**config.mk**
```make
export PLATFORM = sky130hd
export DESIGN_NAME = cpu_trace_emitter
export DESIGN_NICKNAME = d
export VERILOG_FILES = /design/src/rtl/cpu_trace_pkg.sv /design/src/rtl/trace_bin2bcd.sv /design/src/rtl/cpu_trace_emitter.sv
export SDC_FILE = /design/constraint.sdc
export NUM_CORES = 1
export LEC_CHECK = 0
export CORE_MARGIN = 2
export CORE_UTILIZATION = 30
export DETAILED_ROUTE_END_ITERATION = 6
export DONT_BUFFER_PORTS = 1
export PLACE_DENSITY = 0.5
export SYNTH_ARGS = -nofsm -noshare
export SYNTH_HDL_FRONTEND = slang
export SYNTH_SLANG_ARGS = --single-unit
```
**constraint.sdc**
```tcl
create_clock -name clk -period 44.2 [get_ports clk]
set_clock_uncertainty 0.1 [all_clocks]
set_input_delay 13.26 -clock clk [delete_from_list [all_inputs] [get_ports clk]]
set_output_delay 13.26 -clock clk [all_outputs]
set_load 0.01 [all_outputs]
```
**src/rtl/cpu_trace_pkg.sv**
```systemverilog
// cpu_trace_pkg: shared ASCII, record-type, FSM-state and record definitions for the trace emitter/checker
package cpu_trace_pkg;
    localparam logic [7:0] CH_CARET = 8'h5e;
    localparam logic [7:0] CH_AT = 8'h40;
    localparam logic [7:0] CH_COLON = 8'h3a;
    localparam logic [7:0] CH_DOLLAR = 8'h24;
    localparam logic [7:0] CH_STAR = 8'h2a;
    localparam logic [7:0] CH_LT = 8'h3c;
    localparam logic [7:0] CH_EQ = 8'h3d;
    localparam logic [7:0] CH_HASH = 8'h23;
    localparam logic [7:0] CH_SPACE = 8'h20;
    localparam logic [7:0] CH_ZERO = 8'h30;
    localparam logic [7:0] CH_A = 8'h61;
    localparam logic TRACE_GRF = 1'b0;
    localparam logic TRACE_MEM = 1'b1;
    localparam logic [3:0] ST_IDLE = 4'd0;
    localparam logic [3:0] ST_CARET = 4'd1;
    localparam logic [3:0] ST_TIME = 4'd2;
    localparam logic [3:0] ST_AT = 4'd3;
    localparam logic [3:0] ST_PC = 4'd4;
    localparam logic [3:0] ST_COLON = 4'd5;
    localparam logic [3:0] ST_SPACE = 4'd6;
    localparam logic [3:0] ST_SIGIL = 4'd7;
    localparam logic [3:0] ST_FIELD = 4'd8;
    localparam logic [3:0] ST_ARROW = 4'd9;
    localparam logic [3:0] ST_DATA = 4'd10;
    localparam logic [3:0] ST_HASH = 4'd11;
    // Decimal fields are stored left-aligned so the index counter reads digits MSB-first.
    typedef struct packed {
        logic typ;
        logic [15:0] tim;
        logic [2:0] td;
        logic [31:0] pc;
        logic [7:0] grf;
        logic [1:0] gd;
        logic [31:0] addr;
        logic [31:0] data;
    } trace_rec_t;
    function automatic logic [7:0] hex_char(input logic [3:0] n);
        return n < 4'd10 ? CH_ZERO + 8'(n) : CH_A + 8'(n - 4'd10);
    endfunction
endpackage

```
**src/rtl/trace_bin2bcd.sv**
```systemverilog
// trace_bin2bcd: combinational double-dabble, bin (14b binary) -> bcd (4 BCD digits)
module trace_bin2bcd (
    input  logic [13:0] bin,
    output logic [15:0] bcd
);
    logic [29:0] s;
    always_comb begin
        s = {16'b0, bin};
        for (int i = 0; i < 14; i++) begin
            for (int j = 0; j < 4; j++)
                s[14+4*j +: 4] = s[14+4*j +: 4] + (s[14+4*j +: 4] > 4'd4 ? 4'd3 : 4'd0);
            s = s << 1;
        end
        bcd = s[29:14];
    end
endmodule

```
**src/rtl/cpu_trace_emitter.sv**
```systemverilog
// cpu_trace_emitter: serializes one write-back record per accepted request into an ASCII trace, one char per clock
// in_valid/in_ready handshake with in_type/in_time/in_pc/in_grf/in_addr/in_data captured at accept;
// char/char_valid/done are registered stream outputs, done marks the closing '#'.
module cpu_trace_emitter
    import cpu_trace_pkg::*;
#(
    parameter logic [7:0] IDLE_CHAR = 8'h00,
    parameter int TIME_MAX = 9999
) (
    input  logic        clk,
    input  logic        reset,
    input  logic        in_valid,
    output logic        in_ready,
    input  logic        in_type,
    input  logic [15:0] in_time,
    input  logic [31:0] in_pc,
    input  logic [4:0]  in_grf,
    input  logic [31:0] in_addr,
    input  logic [31:0] in_data,
    output logic [7:0]  char,
    output logic        char_valid,
    output logic        done
);
    logic [3:0] state_q, state_d, idx_q, idx_d, lim;
    logic [7:0] char_q, char_d;
    logic char_valid_q, char_valid_d, done_q, done_d;
    trace_rec_t rec_q, rec_d, rec_new;
    logic [15:0] bcd;
    logic [1:0] tens;
    logic [4:0] ones;
    logic acc, multi, advance;
    trace_bin2bcd u_bcd (
        .bin(14'(in_time > 16'(TIME_MAX) ? 16'(TIME_MAX) : in_time)),
        .bcd(bcd)
    );
    assign in_ready = state_q == ST_IDLE || state_q == ST_HASH;
    assign acc = in_valid && in_ready;
    always_comb begin
        tens = in_grf >= 5'd30 ? 2'd3 : in_grf >= 5'd20 ? 2'd2 : in_grf >= 5'd10 ? 2'd1 : 2'd0;
        ones = in_grf - 5'(tens) * 5'd10;
        rec_new.typ = in_type;
        rec_new.td = bcd[15:12] != 0 ? 3'd4 : bcd[11:8] != 0 ? 3'd3 : bcd[7:4] != 0 ? 3'd2 : 3'd1;
        rec_new.tim = bcd << {3'd4 - rec_new.td, 2'b00};
        rec_new.pc = in_pc;
        rec_new.grf = tens != 2'd0 ? {2'b00, tens, ones[3:0]} : {ones[3:0], 4'h0};
        rec_new.gd = tens != 2'd0 ? 2'd2 : 2'd1;
        rec_new.addr = in_addr;
        rec_new.data = in_data;
        rec_d = acc ? rec_new : rec_q;
        multi = state_q == ST_TIME || state_q == ST_PC || state_q == ST_FIELD || state_q == ST_ARROW || state_q == ST_DATA;
        lim = state_q == ST_TIME ? 4'(rec_q.td - 3'd1) :
              state_q == ST_FIELD ? (rec_q.typ ? 4'd7 : 4'(rec_q.gd - 2'd1)) :
              state_q == ST_ARROW ? 4'd3 : 4'd7;
        advance = !multi || idx_q == lim;
        state_d = (state_q == ST_IDLE || state_q == ST_HASH) ? (acc ? ST_CARET : ST_IDLE) :
                  advance ? state_q + 4'd1 : state_q;
        idx_d = (multi && !advance) ? idx_q + 4'd1 : 4'd0;
        // Character is chosen for the state being entered so the output register lines up with it.
        case (state_d)
            ST_CARET: char_d = CH_CARET;
            ST_TIME:  char_d = hex_char(4'(rec_q.tim >> {2'd3 - idx_d[1:0], 2'b00}));
            ST_AT:    char_d = CH_AT;
            ST_PC:    char_d = hex_char(4'(rec_q.pc >> {3'd7 - idx_d[2:0], 2'b00}));
            ST_COLON: char_d = CH_COLON;
            ST_SPACE: char_d = CH_SPACE;
            ST_SIGIL: char_d = rec_q.typ ? CH_STAR : CH_DOLLAR;
            ST_FIELD: char_d = rec_q.typ ? hex_char(4'(rec_q.addr >> {3'd7 - idx_d[2:0], 2'b00})) :
                               hex_char(idx_d[0] ? rec_q.grf[3:0] : rec_q.grf[7:4]);
            ST_ARROW: char_d = idx_d == 4'd1 ? CH_LT : idx_d == 4'd2 ? CH_EQ : CH_SPACE;
            ST_DATA:  char_d = hex_char(4'(rec_q.data >> {3'd7 - idx_d[2:0], 2'b00}));
            ST_HASH:  char_d = CH_HASH;
            default:  char_d = IDLE_CHAR;
        endcase
        char_valid_d = state_d != ST_IDLE;
        done_d = state_d == ST_HASH;
    end
    always_ff @(posedge clk) begin
        if (reset) begin
            state_q <= ST_IDLE;
            idx_q <= 4'd0;
            char_q <= IDLE_CHAR;
            char_valid_q <= 1'b0;
            done_q <= 1'b0;
            rec_q <= '0;
        end else begin
            state_q <= state_d;
            idx_q <= idx_d;
            char_q <= char_d;
            char_valid_q <= char_valid_d;
            done_q <= done_d;
            rec_q <= rec_d;
        end
    end
    assign char = char_q;
    assign char_valid = char_valid_q;
    assign done = done_q;
endmodule

```
==> results.toml, run 1 <==
[critical_path]
startpoint_type = "primary input"
path_max_fanout = 12
crit_type = "primary input to register"
crit_top_cell = "ha_1"
endpoint_kind = "register"
worst_ep_required_time_ps = 44460
worstPathArrival_ps = 29910
slowest_delay_ps = 600
crit_slowest_cell = "nor4_4"

[detailed_routing]
wl_met3_um = 895
wirelength_mm = 31.5
drc = 0
firstDrtPassIters = 5
via_per_inst = 5.26
route.met2.wl_mm = 14.4
highest_layer = "met4"
wl_met1_mm = 15.8
ant_nets = 0
drtIter0Drc = 574
wire_per_inst_um = 16.5
vias = 10002

[yosys]
ys_warn_count = 0
synth_seq_cells = 144
yosys.area.top_type = "dfxtp_1"
synth_area_leaders = "dfxtp_1 (27%), nand2_1 (12%), ha_1 (7.5%)"
synthCells = 1476
ys_types = 97
synth_area_sq_um = 10800
synth_most_common_cell = "nand2_1"
synth_seq_area_share_pct = 26.7
synth_edf_count = 0
synth-main-ff-cell = "dfxtp_1"
synthArstFlopShare_pct = 0
synthTopCellsByCount = "nand2_1 (339), a21oi_1 (162), dfxtp_1 (144), nor2_1 (121), clkbuf_1 (68)"
syn_avg_cell_area_sq_um = 7.30
synth_top_area_share_pct = 26.7

[layout]
layout-drive-gt1-share_pct = 6.45
layout.nets = 1619
syn_to_final_growth_pct = 8.88

[sta]
fmax_mhz = 33.7
finalSetupViolations = 0
rsz0062_at_grt = "false"
hold_violations = 0
fin_crit_sh_pct = 67.1
layout_min_cycle_time_ps = 29640
holdWs_ps = 346
tns_ps = 0
finalMaxSlewViolations = 0
worstMarginPinSlew_ps = 1040
relSlewSlack_pct = 30.7

[floorplan]
num_rows = 69
core_area_sq_um = 35500
dieArea_sq_um = 37500
ios = 132
fp.dieH_um = 194
die_x_um = 194
start_util_pct = 30.4

[clock_network]
cts_buffer_depth = 2
insertion_delay_ps = 430
cts_resized = 0
clock-sinks = 144
cts-buffers-inserted = 17
cts-root-buf = "clkbuf_16"
post-cts-setup-buffer-count = 0
htreeDepth = 4
clkTransAtPathRegs_ps = 60
postCtsHoldBufs = 0
cts_tree = "built"

[placement]
port_buffers = 0
gp_congestion = 0.842
dpl.hpwl_mm = 23.0

[global_routing]
grt_pass1_wl_mm = 50.4
grt_max_degree = 124
grt_use_total_pct = 16.4
grt-ovfl-total = 0
grt_pass1_vias = 9424
antenna_found_initial = 1

[status]
outcome = "finished, final reports clean"

[job]
maxCapViolCount = 0

[worst_hold_path]
worst_hold_path_type = "register to register"
## stage by stage
stage	setup WS, ps	std cells	cell area (sq um)	utilization [%]
floorplan	16320	1480	10800	-
global placement	14880	1870	11100	31.4
detailed placement	14350	1870	11100	31.4
CTS	14730	1902	11700	33.1
global route	13340	1903	11700	33.1
finish	14560	1903	11700	33.1
## kinds of logic after synthesis
| logic type | Yosys count | synth area share [%] |
|---|---|---|
| xor+xnor | 64 | 5.48 |
| mux | 26 | 2.68 |
| other cells | 2 | 0.0697 |
| buf+inv | 134 | 4.79 |
| fa+ha+maj | 71 | 8.57 |
| flops | 144 | 26.7 |
| compound gates | 419 | 26.1 |
| simple gates | 616 | 25.6 |
## critical path, delay by kind of cell
kind                     cells  cell delay (ps)
AO/OA/AOI/OAI               21             5630
XOR/XNOR                     5              800
adder cells (fa/ha/maj)     12             3550
buffers and inverters        3              410
multiplexers                 3             1110
AND/OR/NAND/NOR             23             5090
## state kept, by name, indices dropped and copies added (netlist names)
name / cells
idx_q: 4
done: 1
state_q: 4
char: 8
rec_q: 126
char_valid: 1
## area by class of cell
class                           count  area (sq um)
Timing Repair Buffer                7          52.6
Fill cell                        3840         23700
Antenna cell                        1          2.50
Sequential cell                   144          2880
Multi-Input combinational cell   1202          7410
Tap cell                          461           577
Clock inverter                     12           148
Inverter                           56           210
Clock buffer                       20           457
## metal layers
layer  up-vias  global-route usage, %
li1       5098                      -
met5         -                      0
met3        17                   2.65
met1      4749                   23.2
met2       138                   26.0
met4         0                   4.04
## layout by cell type (no fill, tap or decap), types with 10 or more instances in the layout
cell type    n
nor3_1      24
nand3b_1    10
o31a_1      10
o31ai_1     18
xor2_1      26
clkbuf_16   17
xnor2_1     34
and2_1      18
o21ai_0     53
a31oi_1     11
a21oi_1    162
inv_1       56
nand3_1     30
mux2i_1     16
a21o_1      10
nand2_1    338
a211oi_1    22
nor2_1     121
o22ai_1     15
nor2b_1     11
o211ai_1    25
nand2b_1    15
ha_1        65
dfxtp_1    144
## path summary, 6_finish.rpt
| kind | start | endpoint | slack [ps] | cells after the start |
|---|---|---|---|---|
| worst max-delay path | in_time[15] | rec_q[123] | 14560 | 67 |
| worst max register to register | state_q[0] | char[3] | 38510 | 20 |
| worst min register to register | rec_q[114] | rec_q[114] | 350 | 2 |
| worst min-delay path | rec_q[114] | rec_q[114] | 350 | 2 |
Power of run 1 is left out: the tool's default activity adds up to more than one toggle a clock period on the data nets, which glitch-free logic cannot reach.
==> run 2, diff against run 1 <==
--- a/config.mk
+++ b/config.mk
@@ -9,7 +9,7 @@
 export CORE_UTILIZATION = 30
 export DETAILED_ROUTE_END_ITERATION = 6
 export DONT_BUFFER_PORTS = 1
-export PLACE_DENSITY = 0.5
+export PLACE_DENSITY = 0.51
 export SYNTH_ARGS = -nofsm -noshare
 export SYNTH_HDL_FRONTEND = slang
 export SYNTH_SLANG_ARGS = --single-unit
==> constraint.sdc (replaced) <==
create_clock -name clk -period 26.8 [get_ports clk]
set_clock_uncertainty 0.1 [all_clocks]
set_input_delay 8.04 -clock clk [delete_from_list [all_inputs] [get_ports clk]]
set_output_delay 8.04 -clock clk [all_outputs]
set_load 0.01 [all_outputs]
==> run 2 against run 1 <==
Clock-buffer cell count decreased by 3; final cell count decreased by 0.16%; global-route usage increased by 0.076 points; sequential share of layout area about the same; critical path depth increased by 1; first-iteration DRC count increased by 18%; die area unchanged; non-clock buffer count unchanged; critical endpoint is now rec_q[117].
==> results.toml, run 2 (synthesis gave the netlist of run 1 again) <==
[layout]
diodes = 0
final_util_pct = 33.0
regMostFlops = "rec_q"
largest_register_ffs = 126
syn_to_final_growth_pct = 8.72
layout-drive-gt1-share_pct = 6.39
final_cell_mix = "nand2_1 (338), a21oi_1 (162), dfxtp_1 (144)"
nFillCells = 3813
final_common_cell = "nand2_1"
layout.nets = 1619

[clock_network]
cts-buffers-inserted = 17
post-cts-setup-buffer-count = 0
htreeDepth = 4
cts_buffer_depth = 2
clkTransAtPathRegs_ps = 60
postCtsHoldBufs = 0
cts-root-buf = "clkbuf_16"
cts_resized = 0
cts_tree = "built"
clock-sinks = 144
insertion_delay_ps = 430

[critical_path]
endpoint_kind = "register"
worstPathArrival_ps = 24470
startpoint_type = "primary input"
crit_slowest_cell = "nor4_4"
path_max_fanout = 12
r2r_start = "state_q[0]"
reg2reg_to = "char[5]"
crit_top_cell = "ha_1"
slowest_delay_ps = 600
reg2reg_slack_ps = 20950
rr_worst_depth = 19
worst_ep_required_time_ps = 27040
crit_type = "primary input to register"

[floorplan]
core_area_sq_um = 35500
ios = 132
start_util_pct = 30.4
die_x_um = 194
fp.dieH_um = 194
dieArea_sq_um = 37500
num_rows = 69

[global_routing]
grt-ovfl-total = 0
antenna_found_initial = 0
grt_max_degree = 124
grt_use_total_pct = 16.5
grt_pass1_wl_mm = 50.7
grt_pass1_vias = 9459

[worst_hold_path]
worst_hold_path_type = "register to register"
hold_path_end = "rec_q[72]"
holdPathStages = 2
hold_start = "rec_q[72]"

[detailed_routing]
via_per_inst = 5.32
firstDrtPassIters = 6
vias = 10106
wire_per_inst_um = 16.5
wirelength_mm = 31.4
drtIter0Drc = 677
ant_nets = 0
drc = 0

[sta]
rsz0062_at_grt = "false"
finalSetupViolations = 0
layout_min_cycle_time_ps = 24230
fin_crit_sh_pct = 90.4
timing.final.ws_setup_ps = 2570
hold_violations = 0
finalMaxSlewViolations = 0
tns_ps = 0
holdWs_ps = 345
worstMarginPinSlew_ps = 1050
fmax_mhz = 41.3
relSlewSlack_pct = 30.0

[placement]
port_buffers = 0
preCtsSetupSlack_ps = 2260
dpl.hpwl_mm = 22.9
gp_congestion = 0.875

[job]
maxCapViolCount = 0

[status]
outcome = "finished, final reports clean"
## run 2: changes by cell type in the layout (fill, tap and decap cells not counted)
cell       previous run  this run
clkinv_2              0         3
bufinv_16             2         3
inv_6                 5         3
clkbuf_8              2         0
inv_8                 1         0
clkbuf_1              1         0
diode_2               1         0
## run 2: final cells by class
class	count	area (sq um)	area share, %
sequential	144	2880	24.6
tap	461	577	4.92
timing repair buffer	7	52.6	0.448
clock buffer	17	425	3.63
clock inverter	13	164	1.40
inverter	56	210	1.79
multi-input combinational	1202	7410	63.2
## run 2: metal layers
layer | wire [um] | global-route usage [%] | vias up
met5 | 0 | 0 | -
met4 | 398 | 3.68 | 0
met3 | 1100 | 2.67 | 25
met2 | 14300 | 26.2 | 192
met1 | 15600 | 23.4 | 4779
li1 | - | - | 5110
## run 2: worst max-delay path: cells and delay by family
family	cells	cell delay [ps]
simple gates	24	5310
mux	3	1100
buf+inv	3	420
xor+xnor	5	770
compound gates	20	4980
fa+ha+maj	13	3810
## run 2: worst max path at each step
stage	slack, ps	start	cells past startpoint	to
floorplan	4140	in_time[15]	71	rec_q[123]
global placement	2690	in_time[15]	67	rec_q[117]
detailed placement	2260	in_time[15]	68	rec_q[117]
CTS	2690	in_time[15]	68	rec_q[117]
global route	1110	in_time[15]	67	rec_q[117]
finish	2570	in_time[15]	68	rec_q[117]
## run 2: per-stage QoR
step | area (sq um) | cells
floorplan | 10800 | 1480
global placement | 11100 | 1870
finish | 11700 | 1900
global route | 11700 | 1900
CTS | 11700 | 1900
detailed placement | 11100 | 1870
Power of run 2 is left out for the same reason.
==> run 3, diff against run 2 <==
--- a/config.mk
+++ b/config.mk
@@ -9,7 +9,9 @@
 export CORE_UTILIZATION = 30
 export DETAILED_ROUTE_END_ITERATION = 6
 export DONT_BUFFER_PORTS = 1
+export GPL_TIMING_DRIVEN = 1
 export PLACE_DENSITY = 0.51
+export SKIP_LAST_GASP = 1
 export SYNTH_ARGS = -nofsm -noshare
 export SYNTH_HDL_FRONTEND = slang
 export SYNTH_SLANG_ARGS = --single-unit
==> results of run 3 <==
The final DEF is identical to that of run 2; final timing and power are the same.
Power of run 3 is left out for the same reason.
